File: src/rtl/dmem_arb_pkg.sv
// Shared types for the data-memory arbiter: DMCtrl access-size codes,
// the arbiter FSM states, and the request record latched at grant time.
// Also holds the alignment rule used when the optional check is built in.
package dmem_arb_pkg;

  localparam int DMEM_XLEN = 32;

  localparam logic [2:0] CTRL_B  = 3'b000;
  localparam logic [2:0] CTRL_H  = 3'b001;
  localparam logic [2:0] CTRL_W  = 3'b010;
  localparam logic [2:0] CTRL_BU = 3'b100;
  localparam logic [2:0] CTRL_HU = 3'b101;

  typedef enum logic {
    IDLE   = 1'b0,
    ACCESS = 1'b1
  } state_t;

  typedef struct packed {
    logic                 wr;
    logic [2:0]           ctrl;
    logic [DMEM_XLEN-1:0] addr;
    logic [DMEM_XLEN-1:0] wdata;
  } dmem_req_t;

  // Halfwords need addr[0] clear, words need addr[1:0] clear; bytes never fault.
  function automatic logic misaligned(input logic [2:0] ctrl, input logic [1:0] a);
    logic m;
    m = 1'b0;
    case (ctrl)
      CTRL_B, CTRL_BU: m = 1'b0;
      CTRL_H, CTRL_HU: m = a[0];
      CTRL_W:          m = |a;
      default:         m = 1'b0;
    endcase
    return m;
  endfunction

endpackage

File: src/rtl/dmem_rr_arb.sv
// Purpose: 2-way round-robin pick between the two data-memory requesters.
// Latency: grant is combinational from req in the same cycle; pointer updates on grant.
// Backpressure: no grant while en is low; losers simply keep requesting.
module dmem_rr_arb #(
  parameter int RST_PRIO = 0
) (
  input  logic       clk,
  input  logic       rst,
  input  logic       en,
  input  logic [1:0] req,
  output logic [1:0] gnt
);

  // Index of the port granted most recently; the other port wins a tie.
  logic last;

  // Pick a winner: a lone requester always wins, a tie goes to the port not served last.
  always_comb begin
    gnt = 2'b00;
    if (en) begin
      case (req)
        2'b01:   gnt = 2'b01;
        2'b10:   gnt = 2'b10;
        2'b11:   gnt = last ? 2'b01 : 2'b10;
        default: gnt = 2'b00;
      endcase
    end
  end

  // Remember who was served; reset points away from RST_PRIO so it wins the first tie.
  always_ff @(posedge clk or posedge rst) begin
    if (rst)
      last <= (RST_PRIO == 0);
    else if (|gnt)
      last <= gnt[1];
  end

endmodule

File: src/rtl/dmem_arbiter.sv
// Purpose: share one DATA_MEMORY between core LSU (port 0) and debug/DMA (port 1).
// Latency: grant in IDLE, one ACCESS cycle, response pulse 2 cycles after grant.
// Backpressure: requesters hold p_req until p_gnt; one transaction per 2 cycles.
// Optional: DMEM_ARB_ALIGN_CHECK_EN enables misaligned-access detection (rsp_err).
module dmem_arbiter
  import dmem_arb_pkg::*;
#(
  parameter int XLEN     = 32,
  parameter int RST_PRIO = 0
) (
  input  logic                 clk,
  input  logic                 rst,
  input  logic [1:0]           p_req,
  input  logic [1:0]           p_wr,
  input  logic [1:0][2:0]      p_ctrl,
  input  logic [1:0][XLEN-1:0] p_addr,
  input  logic [1:0][XLEN-1:0] p_wdata,
  output logic [1:0]           p_gnt,
  output logic [1:0]           p_rsp_valid,
  output logic [XLEN-1:0]      rsp_rdata,
  output logic                 rsp_err,
  output logic [XLEN-1:0]      Address,
  output logic [XLEN-1:0]      DataWr,
  output logic                 DMWr,
  output logic [2:0]           DMCtrl,
  input  logic [XLEN-1:0]      DataRd
);

  state_t    state;
  state_t    nxt;
  dmem_req_t req_q;
  logic      port_q;
  logic      arb_en;
  logic      win;
  logic      mis;

  // Arbitration only happens in IDLE; gating with rst keeps p_gnt low during reset.
  assign arb_en = (state == IDLE) && !rst;

  dmem_rr_arb #(
    .RST_PRIO (RST_PRIO)
  ) u_rr (
    .clk (clk),
    .rst (rst),
    .en  (arb_en),
    .req (p_req),
    .gnt (p_gnt)
  );

  assign win = p_gnt[1];

`ifdef DMEM_ARB_ALIGN_CHECK_EN
  assign mis = misaligned(req_q.ctrl, req_q.addr[1:0]);
`else
  assign mis = 1'b0;
`endif

  // The latched request drives the memory bus; between accesses it simply holds.
  assign Address = req_q.addr;
  assign DataWr  = req_q.wdata;

  // State register.
  always_ff @(posedge clk or posedge rst) begin
    if (rst)
      state <= IDLE;
    else
      state <= nxt;
  end

  // Next state and memory strobes; a misaligned store is suppressed at DMWr.
  always_comb begin
    nxt    = state;
    DMWr   = 1'b0;
    DMCtrl = CTRL_W;
    case (state)
      IDLE: begin
        if (|p_gnt)
          nxt = ACCESS;
      end
      ACCESS: begin
        DMWr   = req_q.wr & ~mis;
        DMCtrl = req_q.ctrl;
        nxt    = IDLE;
      end
      default: nxt = IDLE;
    endcase
  end

  // Capture the winner's request fields and port id on the grant edge.
  always_ff @(posedge clk or posedge rst) begin
    if (rst) begin
      req_q  <= '0;
      port_q <= 1'b0;
    end else if (|p_gnt) begin
      req_q.wr    <= p_wr[win];
      req_q.ctrl  <= p_ctrl[win];
      req_q.addr  <= p_addr[win];
      req_q.wdata <= p_wdata[win];
      port_q      <= win;
    end
  end

  // Close the access: capture load data (zero for stores/faults) and pulse the owner's valid.
  always_ff @(posedge clk or posedge rst) begin
    if (rst) begin
      p_rsp_valid <= 2'b00;
      rsp_rdata   <= '0;
      rsp_err     <= 1'b0;
    end else if (state == ACCESS) begin
      p_rsp_valid <= port_q ? 2'b10 : 2'b01;
      rsp_rdata   <= (!req_q.wr && !mis) ? DataRd : '0;
      rsp_err     <= mis;
    end else begin
      p_rsp_valid <= 2'b00;
    end
  end

endmodule

File: config.mk
export PLATFORM = sky130hd
export DESIGN_NAME = dmem_arbiter
export DESIGN_NICKNAME = d
export VERILOG_FILES = /design/src/rtl/dmem_arb_pkg.sv /design/src/rtl/dmem_rr_arb.sv /design/src/rtl/dmem_arbiter.sv
export SDC_FILE = /design/constraint.sdc
export NUM_CORES = 1
export LEC_CHECK = 0
export BUFFER_PORTS_ARGS = -buffer_cell sky130_fd_sc_hd__buf_4
export CELL_PAD_IN_SITES_DETAIL_PLACEMENT = 1
export CELL_PAD_IN_SITES_GLOBAL_PLACEMENT = 1
export CORE_UTILIZATION = 34
export CTS_BUF_LIST = sky130_fd_sc_hd__clkbuf_8
export CTS_CLUSTER_SIZE = 40
export DETAILED_ROUTE_END_ITERATION = 7
export PLACE_DENSITY_LB_ADDON = 0.1
export SYNTH_ARGS = -nofsm -noshare
export SYNTH_HDL_FRONTEND = slang
export SYNTH_HIERARCHICAL = 1
export SYNTH_SLANG_ARGS = --single-unit
File: constraint.sdc
create_clock -name clk -period 3.62 [get_ports clk]
set_clock_uncertainty 0.1 [all_clocks]
set_input_delay 0.181 -clock clk [delete_from_list [all_inputs] [get_ports clk]]
set_output_delay 0.181 -clock clk [all_outputs]
set_load 0.005 [all_outputs]
==> results by group, run 1 <==
Synth
  – Post-synthesis sequential area ratio: 51.7%
  – Synth unique cells: 23
  – Synthesized area per cell: 11.0 µm²
  – Top flip-flop cell by instance count after synthesis: sky130_fd_sc_hd__dfrtp_1
  – Syn nets: 632
  – Register bit count reported by yosys: 105
  – Post-synthesis instance area: 5080 µm²
  – Number of instances in the synthesized netlist: 460
  – EDFF count, synth: 0
  – Yosys warning total: 6
  – Share of async-settable or async-resettable flops after synthesis: 100%

Run status
  – Halt Stage: clock tree synthesis
  – Outcome: stopped before the end
  – Tool error: [ERROR RSZ-0060] Max buffer count reached.

Floorplan
  – Starting utilization of the core area: 35.0%
  – Die boundary height: 124 µm
  – Horizontal die dimension: 124 µm
  – Number of I/O pins: 277
  – Count of standard-cell rows: 44

Clocking
  – Number of setup buffers added after CTS: 0
  – Hold Buf Count CTS: 170
  – Num CTS Buffers: 9
  – Post-CTS resize count: 0
  – Number of buffers between clock root and the deepest sink: 2
  – Maximum level of the CTS H-tree: 3
  – Clock tree root driver cell: sky130_fd_sc_hd__clkbuf_8
  – Clock sink total: 105

Placed design
  – Number of input and output port buffers inserted: 275
  – Pre-CTS setup slack: 1.40 ns
  – GP Congestion: 0.744
  – Sum of net half-perimeters after detailed placement: 10600 µm
  – Cell Count Post-Placement: 830
synthesized netlist by cell type, drive strengths merged, types with 3 or more instances:
master,count,area (µm²)
a22o,31,272
a21oi,3,18.8
nand2,71,267
buf,89,742
clkbuf,6,27.5
mux2i,68,681
inv,5,18.8
nor2,4,15.0
and2,4,25.0
o21ai,68,340
dfrtp,104,2600
stage by stage:
stage	cell area [µm²]	util, %
2_1_floorplan	5080	-
3_3_place_gp	6700	46.1
3_5_place_dp	6700	46.1
kinds of logic after synthesis:
family | after synthesis | synth area share (%)
other cells | 1 | 0.0738
mux | 68 | 13.4
buf+inv | 100 | 15.5
compound gates | 104 | 12.7
simple gates | 82 | 6.55
flops | 105 | 51.7
==> inputs of run 2 (changes only) <==
Settings changed: CELL_PAD_IN_SITES_DETAIL_PLACEMENT 1 to default, CELL_PAD_IN_SITES_GLOBAL_PLACEMENT 1 to default, CORE_UTILIZATION 34 to 25, CTS_BUF_LIST sky130_fd_sc_hd__clkbuf_8 to default, CTS_CLUSTER_SIZE 40 to default, PLACE_DENSITY_LB_ADDON 0.1 to 0.15.
==> results by group, run 2 <==
Run status
  – Outcome: completed

Synth
  – Post-synthesis sequential area ratio: 51.7% (unchanged)
  – Register bit count reported by yosys: 105 (unchanged)
  – Number of instances in the synthesized netlist: 460 (unchanged)
  – Largest area contributor in the synthesized netlist: sky130_fd_sc_hd__dfrtp_1
  – Post-synthesis instance area: 5080 µm² (unchanged)
  – Share of async-settable or async-resettable flops after synthesis: 100% (unchanged)
  – Largest cells by area after synthesis: sky130_fd_sc_hd__dfrtp_1 51%, sky130_fd_sc_hd__mux2i_1 13%, sky130_fd_sc_hd__buf_4 10%
  – Top-area cell type share of the netlist area: 51.2% (unchanged)
  – Top flip-flop cell by instance count after synthesis: sky130_fd_sc_hd__dfrtp_1
  – Synth unique cells: 23 (unchanged)
  – EDFF count, synth: 0 (unchanged)
  – Post-synth top cells: 104 x sky130_fd_sc_hd__dfrtp_1, 71 x sky130_fd_sc_hd__nand2_1, 68 x sky130_fd_sc_hd__buf_4, 68 x sky130_fd_sc_hd__mux2i_1, 68 x sky130_fd_sc_hd__o21ai_1
  – Syn nets: 632 (unchanged)
  – Synthesized area per cell: 11.0 µm² (unchanged)
  – Most frequent cell after synthesis: sky130_fd_sc_hd__dfrtp_1
  – Yosys warning total: 6 (unchanged)

Critical path
  – Number of cell instances on the worst register-to-register path: 7
  – Worst Path Required: 3.75 ns
  – Kind of critical path: input port to register
  – Endpoint of the most critical register-to-register path: Address[2]
  – Launching instance or port of the critical path: rst
  – Flop-to-flop setup slack: 0.94 ns
  – Critical path capture point: Address[2]
  – Category of the worst setup path capture point: register
  – Category of the worst setup path launch point: input port
  – Biggest fanout along the worst timing path: 42
  – Arrival time at the worst endpoint: 2.84 ns
  – R2r startpoint: state

Final layout
  – Most common cell after layout, fill and taps aside: sky130_fd_sc_hd__buf_4
  – Commonest non-fill, non-tap cells in the layout: 279 x sky130_fd_sc_hd__buf_4, 131 x sky130_fd_sc_hd__dlygate4sd3_1, 104 x sky130_fd_sc_hd__dfrtp_1
  – Diodes inserted: 0
  – Number of fillers in the final layout: 1916
  – Area Overhead vs Synth: 65.1%
  – Proportion of layout cells with a drive suffix above 1: 38.1%
  – Layout Nets: 959

Floorplan
  – Horizontal die dimension: 145 µm (+16%)
  – Starting utilization of the core area: 25.8% (-9.2 points)
  – Total die area: 20900 µm²
  – Number of I/O pins: 277 (unchanged)
  – Die boundary height: 145 µm (+16%)
  – Area of the core region: 19700 µm²
  – Count of standard-cell rows: 51 (+16%)

Drt
  – DRC marker count from the first detailed-route iteration: 130
  – Routed length per instance: 14.0 µm
  – Final wirelength: 14800 µm
  – Number of search-and-repair iterations in the first detailed-routing pass: 4
  – Via density: 4.18
  – Via count: 4422
  – Final routed DRC violation total: 0
  – Antenna Nets Post-Route: 0

Timing
  – Time the worst path needs with I/O delays and setup: 2.70 ns
  – Share of the clock period used by the worst path after layout: 74.7%
  – FMAX: 370 MHz
  – Setup total negative slack: 0 ns
  – RSZ-0062 raised after global routing: false
  – Worst relative slew slack: 32.1%
  – Least-Margin Pin Slew: 1.02 ns
  – Final hold vios: 0
  – Number of slew-limit violations in the final report: 0
  – Final number of setup-violating endpoints: 0

Clocking
  – Clock sink total: 105 (unchanged)
  – Clock tree from TritonCTS: yes
  – Num CTS Buffers: 9 (unchanged)
  – Clock tree root driver cell: sky130_fd_sc_hd__clkbuf_16
  – Maximum level of the CTS H-tree: 3 (unchanged)
  – Post-CTS resize count: 0 (unchanged)
  – Clock-pin slew reported for the worst setup and hold paths after clock tree synthesis: 0.08 ns
  – Insertion delay of the later-clocked pin in the worst-skew pair: 0.34 ns
  – Number of buffers between clock root and the deepest sink: 2 (unchanged)

Global route
  – Remaining Overflow, GRT: 0
  – Vias in the first global route: 4584
  – Wire length of the first global-routing pass: 22300 µm
  – Global-route total usage across every layer: 13.8%
  – Initial antenna violation count: 0
  – Pin count of the biggest net entering global routing: 84

Worst hold path
  – Worst min path class: input port to register

Pwr
  – Worst-case vdd ir drop: 279 µV
  – Pwr per Cell Area: 582 nW/µm²
  – Pleak: 3.92 nW
  – Total power: 4.88 mW

Flow run
  – Maximum capacitance violations: 0

Placed design
  – GP Congestion: 0.708 (-4.8%)
  – Sum of net half-perimeters after detailed placement: 9980 µm (-5.9%)
  – Number of input and output port buffers inserted: 275 (unchanged)
[run 2: metrics by stage]
step	setup WS [ns]	hold slack [ns]	std cells	instance area (µm²)	util [%]
2_1_floorplan	0.607	-0.0293	460	5080	-
3_3_place_gp	1.50	0.119	910	6780	34.4
3_5_place_dp	1.42	0.121	910	6780	34.4
4_1_cts	0.896	0.000136	1057	8390	42.5
5_1_grt	0.677	0.0109	1057	8390	42.5
6_report	0.917	0.0129	1057	8390	42.5
[run 2: cell families after synthesis]
group                  count (synthesis)  synth area share (%)
muxes                                 68                  13.4
AOI/OAI and AO/OA                    104                  12.7
buffers and inverters                100                  15.5
DFF                                  105                  51.7
other                                  1                0.0738
and+or+nand+nor                       82                  6.55
[run 2: area by class of cell]
cell class                 count  area [µm²]  area share (%)
clock buffer                   9         225            2.68
multi-input combinational    255        1690            20.1
timing repair buffer         411        3430            40.8
clock inverter                 7        68.8           0.820
tap                          265         332            3.95
inverter                       5        21.3           0.254
sequential                   105        2630            31.3
[run 2: timing repair]
action                                 in CTS  in global routing
hold buffers                              131                  0
endpoints found under the hold margin     101                  0
setup buffers                               0                  0
[run 2: worst min-delay path by stage]
stage                    from         end  slack, ns  cells after the start
finish              p_addr[1]  Address[1]       0.01                      3
global route        p_ctrl[1]   req_q[65]       0.01                      3
CTS                 p_addr[1]  Address[1]     0.0001                      3
detailed placement        rst   u_rr/last       0.12                      2
global placement          rst   u_rr/last       0.12                      2
floorplan                 rst   u_rr/last      -0.03                      1
[run 2: per-layer routing]
metal | track usage, % | vias to the layer above | routed length (µm)
met3 | 3.01 | 22 | 896
met2 | 24.2 | 161 | 7460
met1 | 16.1 | 2088 | 6080
li1 | - | 2151 | -
met5 | 0 | - | 0
met4 | 6.20 | 0 | 363
[run 2: critical path: stages]
cell and delay (ns):
sky130_fd_sc_hd__dlygate4sd3_1 0.56, sky130_fd_sc_hd__buf_4 0.16, sky130_fd_sc_hd__nor2_1 0.16, sky130_fd_sc_hd__nand2_1 0.11, sky130_fd_sc_hd__a21oi_4 0.13, sky130_fd_sc_hd__buf_4 0.61
sky130_fd_sc_hd__mux2i_1 0.26, sky130_fd_sc_hd__o21ai_1 0.07, sky130_fd_sc_hd__dlygate4sd3_1 0.57
[run 2: power breakdown]
group | switching (mW) | internal [mW]
sequential | 0.290 | 1.65
combinational | 0.706 | 1.26
clock | 0.491 | 0.487
total | 1.49 | 3.39
(Power assumes the default switching activity.)
==> inputs of run 3 (changes only) <==
Settings changed: ABC_AREA from default to 1.
Clock period 3.62 ns to 2.3 ns, I/O delays scaled along.
==> results by group, run 3 <==
Pwr
  – Total power: 7.65 mW (+57%)
  – Proportion of power drawn by flip-flops and latches: 37.3% (-2.5 points)
  – Worst-case vdd ir drop: 360 µV (+29%)
  – Net switching component of the power: 2.33 mW (+57%)
  – Logic gate share of total power: 40.2% (about the same)
  – Pwr per Cell Area: 856 nW/µm² (+47%)
  – Clock group share of total power: 22.5% (+2.5 points)
  – Cell internal power dissipation: 5.32 mW (+57%)
  – Pleak: 4.61 nW (+18%)
  – Switching power share of the total: 30.5% (about the same)

Global route
  – Vias in the first global route: 5363 (+17%)
  – Pin count of the biggest net entering global routing: 105 (+25%)
  – Global-route total usage across every layer: 16.9% (+3.0 points)
  – Wire length of the first global-routing pass: 27000 µm (+21%)
  – Initial antenna violation count: 0 (unchanged)
  – Remaining Overflow, GRT: 0 (unchanged)

Final layout
  – Diodes inserted: 0 (unchanged)
  – Proportion of layout cells with a drive suffix above 1: 31.9% (-6.2 points)
  – Design Area, Final: 8940 µm² (+6.6%)
  – Area Overhead vs Synth: 76.4%
  – Most common cell after layout, fill and taps aside: sky130_fd_sc_hd__buf_4
  – Layout Nets: 1148 (+20%)
  – Number of fillers in the final layout: 1953 (+1.9%)
  – Post-layout util: 45.5% (+3.0 points)
  – Post-Layout Cell Count: 1246 (+18%)
  – Commonest non-fill, non-tap cells in the layout: 284 x sky130_fd_sc_hd__buf_4, 212 x sky130_fd_sc_hd__nand2_1, 171 x sky130_fd_sc_hd__dlygate4sd3_1

Clocking
  – Maximum level of the CTS H-tree: 3 (unchanged)
  – Clock sink total: 105 (unchanged)
  – Clock tree root driver cell: sky130_fd_sc_hd__clkbuf_16
  – Clock tree from TritonCTS: yes
  – Number of setup buffers added after CTS: 0 (unchanged)
  – Num CTS Buffers: 9 (unchanged)
  – Clock-pin slew reported for the worst setup and hold paths after clock tree synthesis: 0.08 ns (about the same)
  – Number of buffers between clock root and the deepest sink: 2 (unchanged)
  – Insertion delay of the later-clocked pin in the worst-skew pair: 0.35 ns (about the same)

Floorplan
  – Area of the core region: 19700 µm² (-0.32%)
  – Die boundary height: 144 µm (-0.11%)
  – Horizontal die dimension: 144 µm (-0.11%)
  – Number of I/O pins: 277 (unchanged)
  – Starting utilization of the core area: 25.8% (+0.026 points)
  – Count of standard-cell rows: 51 (unchanged)
  – Total die area: 20900 µm² (-0.22%)

Timing
  – Final number of setup-violating endpoints: 0 (unchanged)
  – RSZ-0062 raised after global routing: false
  – Time the worst path needs with I/O delays and setup: 2.19 ns
  – Final hold vios: 0 (unchanged)
  – WHS: 0.261 ns (+0.248 ns)
  – Setup total negative slack: 0 ns (unchanged)
  – FMAX: 456 MHz
  – Worst relative slew slack: 58.8% (+27 points)
  – Least-Margin Pin Slew: 0.617 ns (-0.400 ns)
  – Number of slew-limit violations in the final report: 0 (unchanged)
  – Worst setup slack after layout: 0.106 ns (-0.811 ns)
  – Share of the clock period used by the worst path after layout: 95.4%

Placed design
  – Pre-CTS setup slack: 0.647 ns (-0.770 ns)
  – GP Congestion: 0.716 (+1.1%)
  – Area after DPL: 6880 µm² (+1.5%)
  – Sum of net half-perimeters after detailed placement: 10900 µm (+9.4%)
  – Cell Count Post-Placement: 1059 (+16%)
  – Number of input and output port buffers inserted: 275 (unchanged)

Synth
  – Syn nets: 781 (+24%)
  – Synthesized area per cell: 8.32 µm² (-25%)
  – Top-area cell type share of the netlist area: 51.3% (+0.11 points)
  – Share of async-settable or async-resettable flops after synthesis: 100% (unchanged)
  – Most frequent cell after synthesis: sky130_fd_sc_hd__nand2_1
  – Largest area contributor in the synthesized netlist: sky130_fd_sc_hd__dfrtp_1
  – Post-synth top cells: 212 x sky130_fd_sc_hd__nand2_1, 168 x sky130_fd_sc_hd__nand3_1, 104 x sky130_fd_sc_hd__dfrtp_1
  – Top flip-flop cell by instance count after synthesis: sky130_fd_sc_hd__dfrtp_1
  – Post-synthesis sequential area ratio: 51.9% (+0.11 points)
  – EDFF count, synth: 0 (unchanged)
  – Post-synthesis instance area: 5070 µm² (-0.22%)
  – Yosys warning total: 6 (unchanged)
  – Number of instances in the synthesized netlist: 609 (+32%)
  – Largest cells by area after synthesis: sky130_fd_sc_hd__dfrtp_1 51%, sky130_fd_sc_hd__nand3_1 17%, sky130_fd_sc_hd__nand2_1 16%
  – Register bit count reported by yosys: 105 (unchanged)
  – Synth unique cells: 16 (-30%)

Drt
  – Antenna Nets Post-Route: 0 (unchanged)
  – DRC marker count from the first detailed-route iteration: 201 (+55%)
  – Number of search-and-repair iterations in the first detailed-routing pass: 4 (unchanged)
  – Final wirelength: 17700 µm (+20%)
  – Via count: 5390 (+22%)
  – Via density: 4.33 (+3.4%)
  – Routed length per instance: 14.2 µm (+1.5%)
  – Final routed DRC violation total: 0 (unchanged)

Critical path
  – Category of the worst setup path launch point: input port
  – Category of the worst setup path capture point: register
  – Biggest fanout along the worst timing path: 31 (-26%)
  – Launching instance or port of the critical path: rst
  – Arrival time at the worst endpoint: 2.38 ns (-0.46 ns)
  – Kind of critical path: input port to register
  – R2r startpoint: u_rr/last
  – Worst Path Required: 2.49 ns (-1.26 ns)

Run status
  – Outcome: completed

Worst hold path
  – Worst min path class: input port to register
  – Worst min-delay path startpoint: p_req[1]

Flow run
  – Maximum capacitance violations: 0 (unchanged)
-- run 3: logic make-up (layout without fill, tap and decap cells) --
kind of cell,after synthesis,in the layout,share of synthesized area [%]
buffers and inverters,117,489,15.1
other,1,1,0.0740
and+or+nand+nor,385,385,32.8
AOI/OAI and AO/OA,1,1,0.0986
DFF,105,105,51.9
-- run 3: area by class of cell --
| class | instances | area (µm²) | area share [%] |
|---|---|---|---|
| Tap cell | 265 | 332 | 3.71 |
| Timing Repair Buffer | 461 | 3920 | 43.8 |
| Multi-Input combinational cell | 387 | 1690 | 18.8 |
| Clock buffer | 9 | 225 | 2.52 |
| Clock inverter | 7 | 101 | 1.13 |
| Inverter | 12 | 48.8 | 0.546 |
| Sequential cell | 105 | 2630 | 29.4 |
-- run 3: final timing paths --
path	to	slack, ns	depth (start not counted)
max	Address[11]	0.11	9
min	state	0.26	5
max reg2reg	DataWr[0]	0.18	8
min reg2reg	p_rsp_valid[0]	0.36	1
max in group asynchronous	Address[26]	1.19	4
min in group asynchronous	u_rr/last	0.28	3
-- run 3: worst max-delay path: stages --
cell and delay, ns:
sky130_fd_sc_hd__dlygate4sd3_1 0.56, sky130_fd_sc_hd__buf_4 0.16, sky130_fd_sc_hd__nor2_1 0.12, sky130_fd_sc_hd__nand2_1 0.12, sky130_fd_sc_hd__a21oi_4 0.21, sky130_fd_sc_hd__buf_6 0.31, sky130_fd_sc_hd__nand3_1 0.13, sky130_fd_sc_hd__nand3_1 0.10
sky130_fd_sc_hd__dlygate4sd3_1 0.55
-- run 3: power groups by stage --
stage | clock network (mW) | logic (mW) | registers (mW)
floorplan | 0 | 1.44 | 2.82
global placement | 0 | 2.41 | 2.87
detailed placement | 0 | 2.41 | 2.86
CTS | 1.81 | 3.09 | 2.85
global route | 1.89 | 3.41 | 2.93
finish | 1.73 | 3.08 | 2.85
-- run 3: layer usage --
| layer | routed length (µm) | vias to the layer above | GRT usage (%) |
|---|---|---|---|
| met1 | 7700 | 2535 | 20.1 |
| met4 | 311 | 0 | 5.82 |
| met5 | 0 | - | 0 |
| met2 | 8420 | 203 | 28.9 |
| met3 | 1270 | 21 | 4.74 |
| li1 | - | 2631 | - |
-- run 3: timing repair --
item                                    4_1_cts  5_1_grt
endpoints found under the setup margin        0       62
hold buffers                                171        0
gates resized for setup                       0        5
endpoints found under the hold margin       206        0
